--- src/rtl/right_shift_pkg.sv ---
`default_nettype none
// ============================================================================
// Module      : right_shift_pkg
// Description : Shared definitions for the right_shift_n block. Holds the
//               two-bit shift-mode encodings used on the mode port.
// Revision    : 1.0 - initial release
// ============================================================================
package right_shift_pkg;

    // Shift-kind selector carried on the mode port.
    typedef enum logic [1:0] {
        LOGICAL = 2'b00,   // zero fill
        ARITH   = 2'b01,   // sign fill from the operand MSB
        ROTATE  = 2'b10,   // bits leaving bit 0 re-enter at the top
        HOLD    = 2'b11    // keep the previous result
    } shift_mode_e;

    localparam int MODE_W = 2;

endpackage : right_shift_pkg
`default_nettype wire

--- src/rtl/right_shift_core.sv ---
`default_nettype none
// ============================================================================
// Module      : right_shift_core
// Description : Purely combinational fixed-distance right shifter. Produces a
//               logical, arithmetic or rotate shift of the operand by N bits.
//               The HOLD code passes the operand through; the register stage
//               in the parent decides whether the value is captured.
// Ports       : a       - operand (WIDTH bits)
//               mode    - shift kind (see right_shift_pkg)
//               shifted - shift result (WIDTH bits)
// Revision    : 1.0 - initial release
// ============================================================================
module right_shift_core
    import right_shift_pkg::*;
#(
    parameter int WIDTH = 32,
    parameter int N     = 1
) (
    input  logic [WIDTH-1:0]  a,
    input  logic [MODE_W-1:0] mode,
    output logic [WIDTH-1:0]  shifted
);

    // A rotate by WIDTH is the identity, so only the remainder matters.
    localparam int c_rot_dist = N % WIDTH;

    logic [WIDTH-1:0] w_logical;
    logic [WIDTH-1:0] w_arith;
    logic [WIDTH-1:0] w_rotate;

    // Shifts by an amount >= WIDTH already give all-zero (logical) and
    // all-sign (arithmetic) results, which covers the N = WIDTH corner.
    assign w_logical = a >> N;
    assign w_arith   = WIDTH'($signed(a) >>> N);
    // With c_rot_dist = 0 the left term shifts by WIDTH and vanishes.
    assign w_rotate  = (a >> c_rot_dist) | (a << (WIDTH - c_rot_dist));

    always_comb begin
        shifted = a;
        case (mode)
            LOGICAL: shifted = w_logical;
            ARITH:   shifted = w_arith;
            ROTATE:  shifted = w_rotate;
            default: shifted = a;
        endcase
    end

endmodule : right_shift_core
`default_nettype wire

--- src/rtl/right_shift_n.sv ---
`default_nettype none
// ============================================================================
// Module      : right_shift_n
// Description : Registered fixed-distance right shifter with one cycle of
//               latency and full throughput. The shift datapath lives in
//               right_shift_core; this level holds only the output registers.
// Ports       : clk       - clock, rising edge
//               rst_n     - asynchronous active-low reset
//               in_valid  - operand a is valid this cycle
//               mode      - shift kind (logical/arith/rotate/hold)
//               a         - operand (WIDTH bits)
//               out       - registered result (WIDTH bits)
//               out_valid - one-cycle pulse per accepted operand
// Revision    : 1.0 - initial release
// ============================================================================
module right_shift_n
    import right_shift_pkg::*;
#(
    parameter int WIDTH = 32,
    parameter int N     = 1
) (
    input  logic              clk,
    input  logic              rst_n,
    input  logic              in_valid,
    input  logic [MODE_W-1:0] mode,
    input  logic [WIDTH-1:0]  a,
    output logic [WIDTH-1:0]  out,
    output logic              out_valid
);

    generate
        if (WIDTH < 2 || WIDTH > 64) begin : g_bad_width
            $error("right_shift_n: WIDTH=%0d outside legal range 2..64", WIDTH);
        end
        if (N < 0 || N > WIDTH) begin : g_bad_shift
            $error("right_shift_n: N=%0d outside legal range 0..WIDTH", N);
        end
    endgenerate

    logic [WIDTH-1:0] w_shifted;
    logic [WIDTH-1:0] r_out;
    logic             r_out_valid;

    right_shift_core #(
        .WIDTH (WIDTH),
        .N     (N)
    ) u_core (
        .a       (a),
        .mode    (mode),
        .shifted (w_shifted)
    );

    // HOLD still produces a valid pulse but leaves the result untouched.
    always_ff @(posedge clk or negedge rst_n) begin
        if (!rst_n) begin
            r_out       <= '0;
            r_out_valid <= 1'b0;
        end else begin
            r_out_valid <= in_valid;
            if (in_valid && (mode != HOLD)) begin
                r_out <= w_shifted;
            end
        end
    end

    assign out       = r_out;
    assign out_valid = r_out_valid;

endmodule : right_shift_n
`default_nettype wire

--- config.mk ---
export PLATFORM = sky130hd
export DESIGN_NAME = right_shift_n
export DESIGN_NICKNAME = d
export VERILOG_FILES = /design/src/rtl/right_shift_pkg.sv /design/src/rtl/right_shift_core.sv /design/src/rtl/right_shift_n.sv
export SDC_FILE = /design/constraint.sdc
export NUM_CORES = 1
export LEC_CHECK = 0
export ABC_AREA = 1
export BUFFER_PORTS_ARGS = -buffer_cell sky130_fd_sc_hd__clkbuf_2
export CAP_MARGIN = 10
export CELL_PAD_IN_SITES_DETAIL_PLACEMENT = 0
export CELL_PAD_IN_SITES_GLOBAL_PLACEMENT = 1
export CORE_MARGIN = 2
export CORE_UTILIZATION = 32
export CTS_CLUSTER_DIAMETER = 50
export DETAILED_ROUTE_END_ITERATION = 10
export PLACE_DENSITY_LB_ADDON = 0.1
export SYNTH_ARGS = -nofsm -noshare
export SYNTH_HDL_FRONTEND = slang
export SYNTH_SLANG_ARGS = --single-unit
--- constraint.sdc ---
create_clock -name clk -period 0.95 [get_ports clk]
set_clock_uncertainty 0.15 [all_clocks]
set_input_delay 0 -clock clk [delete_from_list [all_inputs] [get_ports clk]]
set_output_delay 0 -clock clk [all_outputs]
set_load 0.02 [all_outputs]
Yosys cells after proc, flatten, opt, wreduce, memory -nomap -nowiden
Cells that the tools add are included.
{ "word_totals": {"reg_bits": 33, "latchBits": 0, "mem_bits_rw": 0, "romBits": 0, "inputBits": 37, "mem_count": 0} }
{ "classes": {"addsub": 0, "mul": 0, "div_mod_pow": 0, "magnitude_cmp": 0, "eq_ne": 3, "shift": 0, "muxes": 1, "n_bitwise": 1, "reduce_logical": 2} }
{ "op_table": {"columns": ["op", "n"], "rows": [
  ["32-bit case mux with 3 select lines", 1],
  ["31-bit by 32-bit bitwise OR with 32-bit output", 1],
  ["2-bit by 1-bit == test with 1-bit output (second input constant)", 1],
  ["2-bit == test (second input constant)", 1],
  ["2-bit logical NOT", 1],
  ["2-bit != test (second input constant)", 1],
  ["1-bit logical AND", 1]
]} }

Depth between registers and ports, before layout
{ "depth": {"word_depth": 2, "ltp_mapped": 5, "depth_no_buf": 4} }

Hierarchy
Synthesis repeated with hierarchy kept, for this count alone.
{ "hier_totals": {"hier_cells": 250, "area_unflattened_um2": 1903.1} }
{ "modules_own_cells": {"columns": ["mod", "n_inst", "cells_per_inst", "area_each_um2"], "rows": [
  ["right_shift_n", 1, 141, 1327.5],
  ["right_shift_core", 1, 109, 575.6]
]} }

Worst setup path after synthesis
No wires, ideal clock.
{ "synth_path": {"kind": "register -> register", "from": "register, netlist name out[30]", "to": "register r_out[30], in the netlist out[30]", "setup_ps": 126, "arrival_ps": 576, "required_time_ps": 674, "setup_slack_ps": 98, "stages_incl_launch_ff": 3, "n_path_buf": 0, "period_less_slack_ps": 852, "cell_sequence": "dfrtp_1 > nand2_1 > o21ai_0"} }
{ "synth_rtl": {"columns": ["element", "line", "rtl"], "rows": [
  ["to (signal assigned)", "right_shift_n.sv:61", "r_out <= w_shifted;"],
  ["to (decl)", "right_shift_n.sv:41", "logic [WIDTH-1:0] r_out;"]
]} }

Worst setup path in the final report
{ "layout_path": {"from": "register r_out[21], in the netlist out[21]", "to": "output port out[21]"} }
{ "layout_rtl": {"columns": ["element", "line", "rtl"], "rows": [
  ["to (decl)", "right_shift_n.sv:27", "output logic [WIDTH-1:0] out,"]
]} }
No word-level cell between the ends.

==> key figures <==
Detailed routing
  • Wire per inst: approximately 12 um
  • Vias/cell: 4.236
  • Router iterations before antenna repair: 4
  • Wire length on met3: roughly 250 um
  • Total Wirelength: 3.715 mm
  • Antenna Nets Post-Route: 0
  • Via count: around 1300
  • Met2 WL: 1.988 mm
  • DRC Markers: 0
  • Top sig layer: met4
  • Met1 Wirelength: 1.440 mm
  • DRT iter0 DRCs: 49

Floorplan
  • Die X: about 70 um
  • Starting Density: 0.3405
  • Io pins: 70
  • DIE AREA: slightly below 5000 sq um
  • Die H: about 70 um
  • FP Rows: 23
  • Area of the core: between 4000 and 5000 sq um

Final layout
  • Area growth syn-to-layout: 87.95%
  • Nets: 304
  • Post-Layout Cell Count: between 300 and 400
  • Core Util, Final: 0.6399
  • Layout cells sized above 1: 0.4888
  • Antenna diode count: 0

Synth
  • Cell area after synthesis: between 1000 and 1500 sq um
  • Distinct cells, synth: 11
  • Cell count after synthesis: approximately 140
  • Mapped Nets: 180
  • Number of warning messages in the yosys log: 0
  • Register area share after synthesis: 0.5935
  • Syn avg cell area: roughly 9.7 sq um
  • Flop and latch count out of synthesis: 33

Run status
  • Status: complete, but fails checks
  • Violated checks: hold timing, setup timing

Timing
  • RSZ-0062 raised after global routing: yes
  • Endpoints failing hold: 4
  • Slew Limit Fails: 0
  • Final min period: between 0.9 and 1 ns
  • Fmax: about 1.0 GHz
  • Slew headroom: 0.8796
  • Endpoints failing setup: 30
  • Worst slew pin tran: around 0.18 ns
  • Ratio of final minimum period to clock period: 1.037
  • Final worst slack: -0.03517 ns
  • Hold slack: -0.2661 ns

Power
  • Max VDD drop: between 900 and 1000 uV
  • PD cells: about 1600 nW/um^2
  • Leak: between 1 and 1.5 nW
  • Design Power: 4.312 mW

Place
  • Port Buffers: roughly 70
  • Placed cells: approximately 260
  • Final GP Congestion: roughly 0.75
  • Dpl hpwl: around 2.4 mm

Setup path
  • Worst r2r dst: out[3]$_DFFE_PN0P_
  • Worst Setup EP: out[21]
  • CP required: about 0.80 ns
  • Family with the most delay on the worst path: flip-flops
  • Slowest CP cell: dfrtp_1
  • Critical Path End Type: output port
  • Setup Crit Path Kind: reg -> out
  • Reg2reg setup slack: around 0.05 ns
  • Bufs and invs on worst path: 1
  • CP max FO: 2
  • Critical path depth: 1
  • Slowest stage delay, CP: about 0.4 ns
  • Reg2reg path depth: 3
  • Crit start category: flip-flop
  • Crit. Startpoint: out[21]$_DFFE_PN0P_
  • Worst path arrival time: about 0.84 ns
  • FF-to-FF Start: out[3]$_DFFE_PN0P_
  • Cell Chain, Critical Path: clkbuf_8

Hold path
  • HP Class: in -> reg

Global routing
  • First-pass GRT wire length: 6.106 mm
  • GR Util All Layers: 0.1574
  • Initial antenna violation count: 0
  • Grt total ovfl: 0
  • Largest net degree at the start of global routing: 34
  • Number of global-route vias before repair: between 1000 and 1500

Clock tree
  • # clock sinks: 33
  • Clock slew at reported path FFs: approximately 0.07 ns
  • Clk_lat worst skew: 0.28 ns
  • CTS Buf Count: 5
  • TritonCTS clock tree: built
  • Post-CTS Hold Buffers: 33
  • Maximum clock path buffer count: 2
  • Number of H-tree levels: 2
  • CTS root buf: clkbuf_8

Job
  • Max cap viols: 0
## cells in the final DEF, fill, tap and decap left out
cell type and n:
nand2_1 66, clkbuf_2 36, dlygate4sd3_1 33, dfrtp_1 33
nand2_2 31, buf_6 21, clkbuf_8 18, buf_4 17
buf_12 4, inv_1 2, inv_2 1, a21oi_4 1
nand2_4 1, o21ai_0 1, nand3_1 1, bufinv_16 1
clkbuf_1 1
## worst min path at each step
stage | slack (ns) | end | depth (start not counted) | from
2_1_floorplan | -0.45 | out[0]$_DFFE_PN0P_ | 0 | rst_n
3_3_place_gp | -0.17 | out[2]$_DFFE_PN0P_ | 2 | rst_n
3_5_place_dp | -0.17 | out[2]$_DFFE_PN0P_ | 2 | rst_n
4_1_cts | -0.27 | out_valid$_DFF_PN0_ | 1 | in_valid
5_1_grt | -0.26 | out_valid$_DFF_PN0_ | 1 | in_valid
6_report | -0.27 | out_valid$_DFF_PN0_ | 1 | in_valid
## state kept, by name, summed over array words and instances, names as in the netlist
signal     count
out_valid      1
out           32
## power by group
part           switching [mW]  total (mW)  internal (mW)
Combinational           0.561        1.26          0.694
Clock                   0.516        1.37          0.855
Sequential              0.116        1.68           1.57
## stage by stage
| stage | worst slack, ns | cell area [sq um] | TNS [ns] |
|---|---|---|---|
| after global routing | -0.06458 | 2615 | -1.354 |
| after detailed placement | 0.01547 | 1819 | 0 |
| after floorplan | 0.09792 | 1391 | 0 |
| after CTS | -0.05820 | 2461 | -1.003 |
| final | -0.03517 | 2615 | -0.5682 |
| after global placement | 0.05402 | 1819 | 0 |
## cells in the mapped netlist
| cell type | n | area, sq um |
|---|---|---|
| o21ai_0 | 1 | 5.000 |
| nand2_2 | 31 | 193.9 |
| inv_1 | 2 | 7.510 |
| inv_2 | 1 | 3.750 |
| a21oi_4 | 1 | 16.27 |
| nand2_4 | 1 | 11.26 |
| buf_8 | 2 | 30.03 |
| nand2_1 | 66 | 247.7 |
| dfrtp_1 | 33 | 825.8 |
| nand3_1 | 1 | 5.000 |
| buf_6 | 4 | 45.04 |
## cells by family after synthesis
family / after synthesis / synth area share
and+or+nand+nor: 99 / 0.3291
DFF: 33 / 0.5935
AOI/OAI and AO/OA: 2 / 0.01529
buffers and inverters: 9 / 0.06205
## metal layers
metal	GRT usage	up-vias
met1	0.1644	618
met3	0.04040	4
met2	0.2910	48
met5	0	-
met4	0.07479	0
li1	-	677
## cell type report
cell class | instances | area (sq um)
Multi-Input combinational cell | 101 | 479.2
Timing Repair Buffer | 123 | 1120
Inverter | 3 | 11.26
Tap cell | 50 | 62.56
Clock inverter | 1 | 30.03
Fill cell | 352 | 1471
Sequential cell | 33 | 825.8
Clock buffer | 7 | 86.33
## what timing repair did
| item | in CTS | in global routing |
|---|---|---|
| pin swaps | 0 | 0 |
| setup buffers | 12 | 3 |
| setup endpoints to repair | 33 | 33 |
| gates resized for setup | 24 | 63 |
| endpoints found under the hold margin | 66 | 4 |
Power figures use the tool's default switching activity.
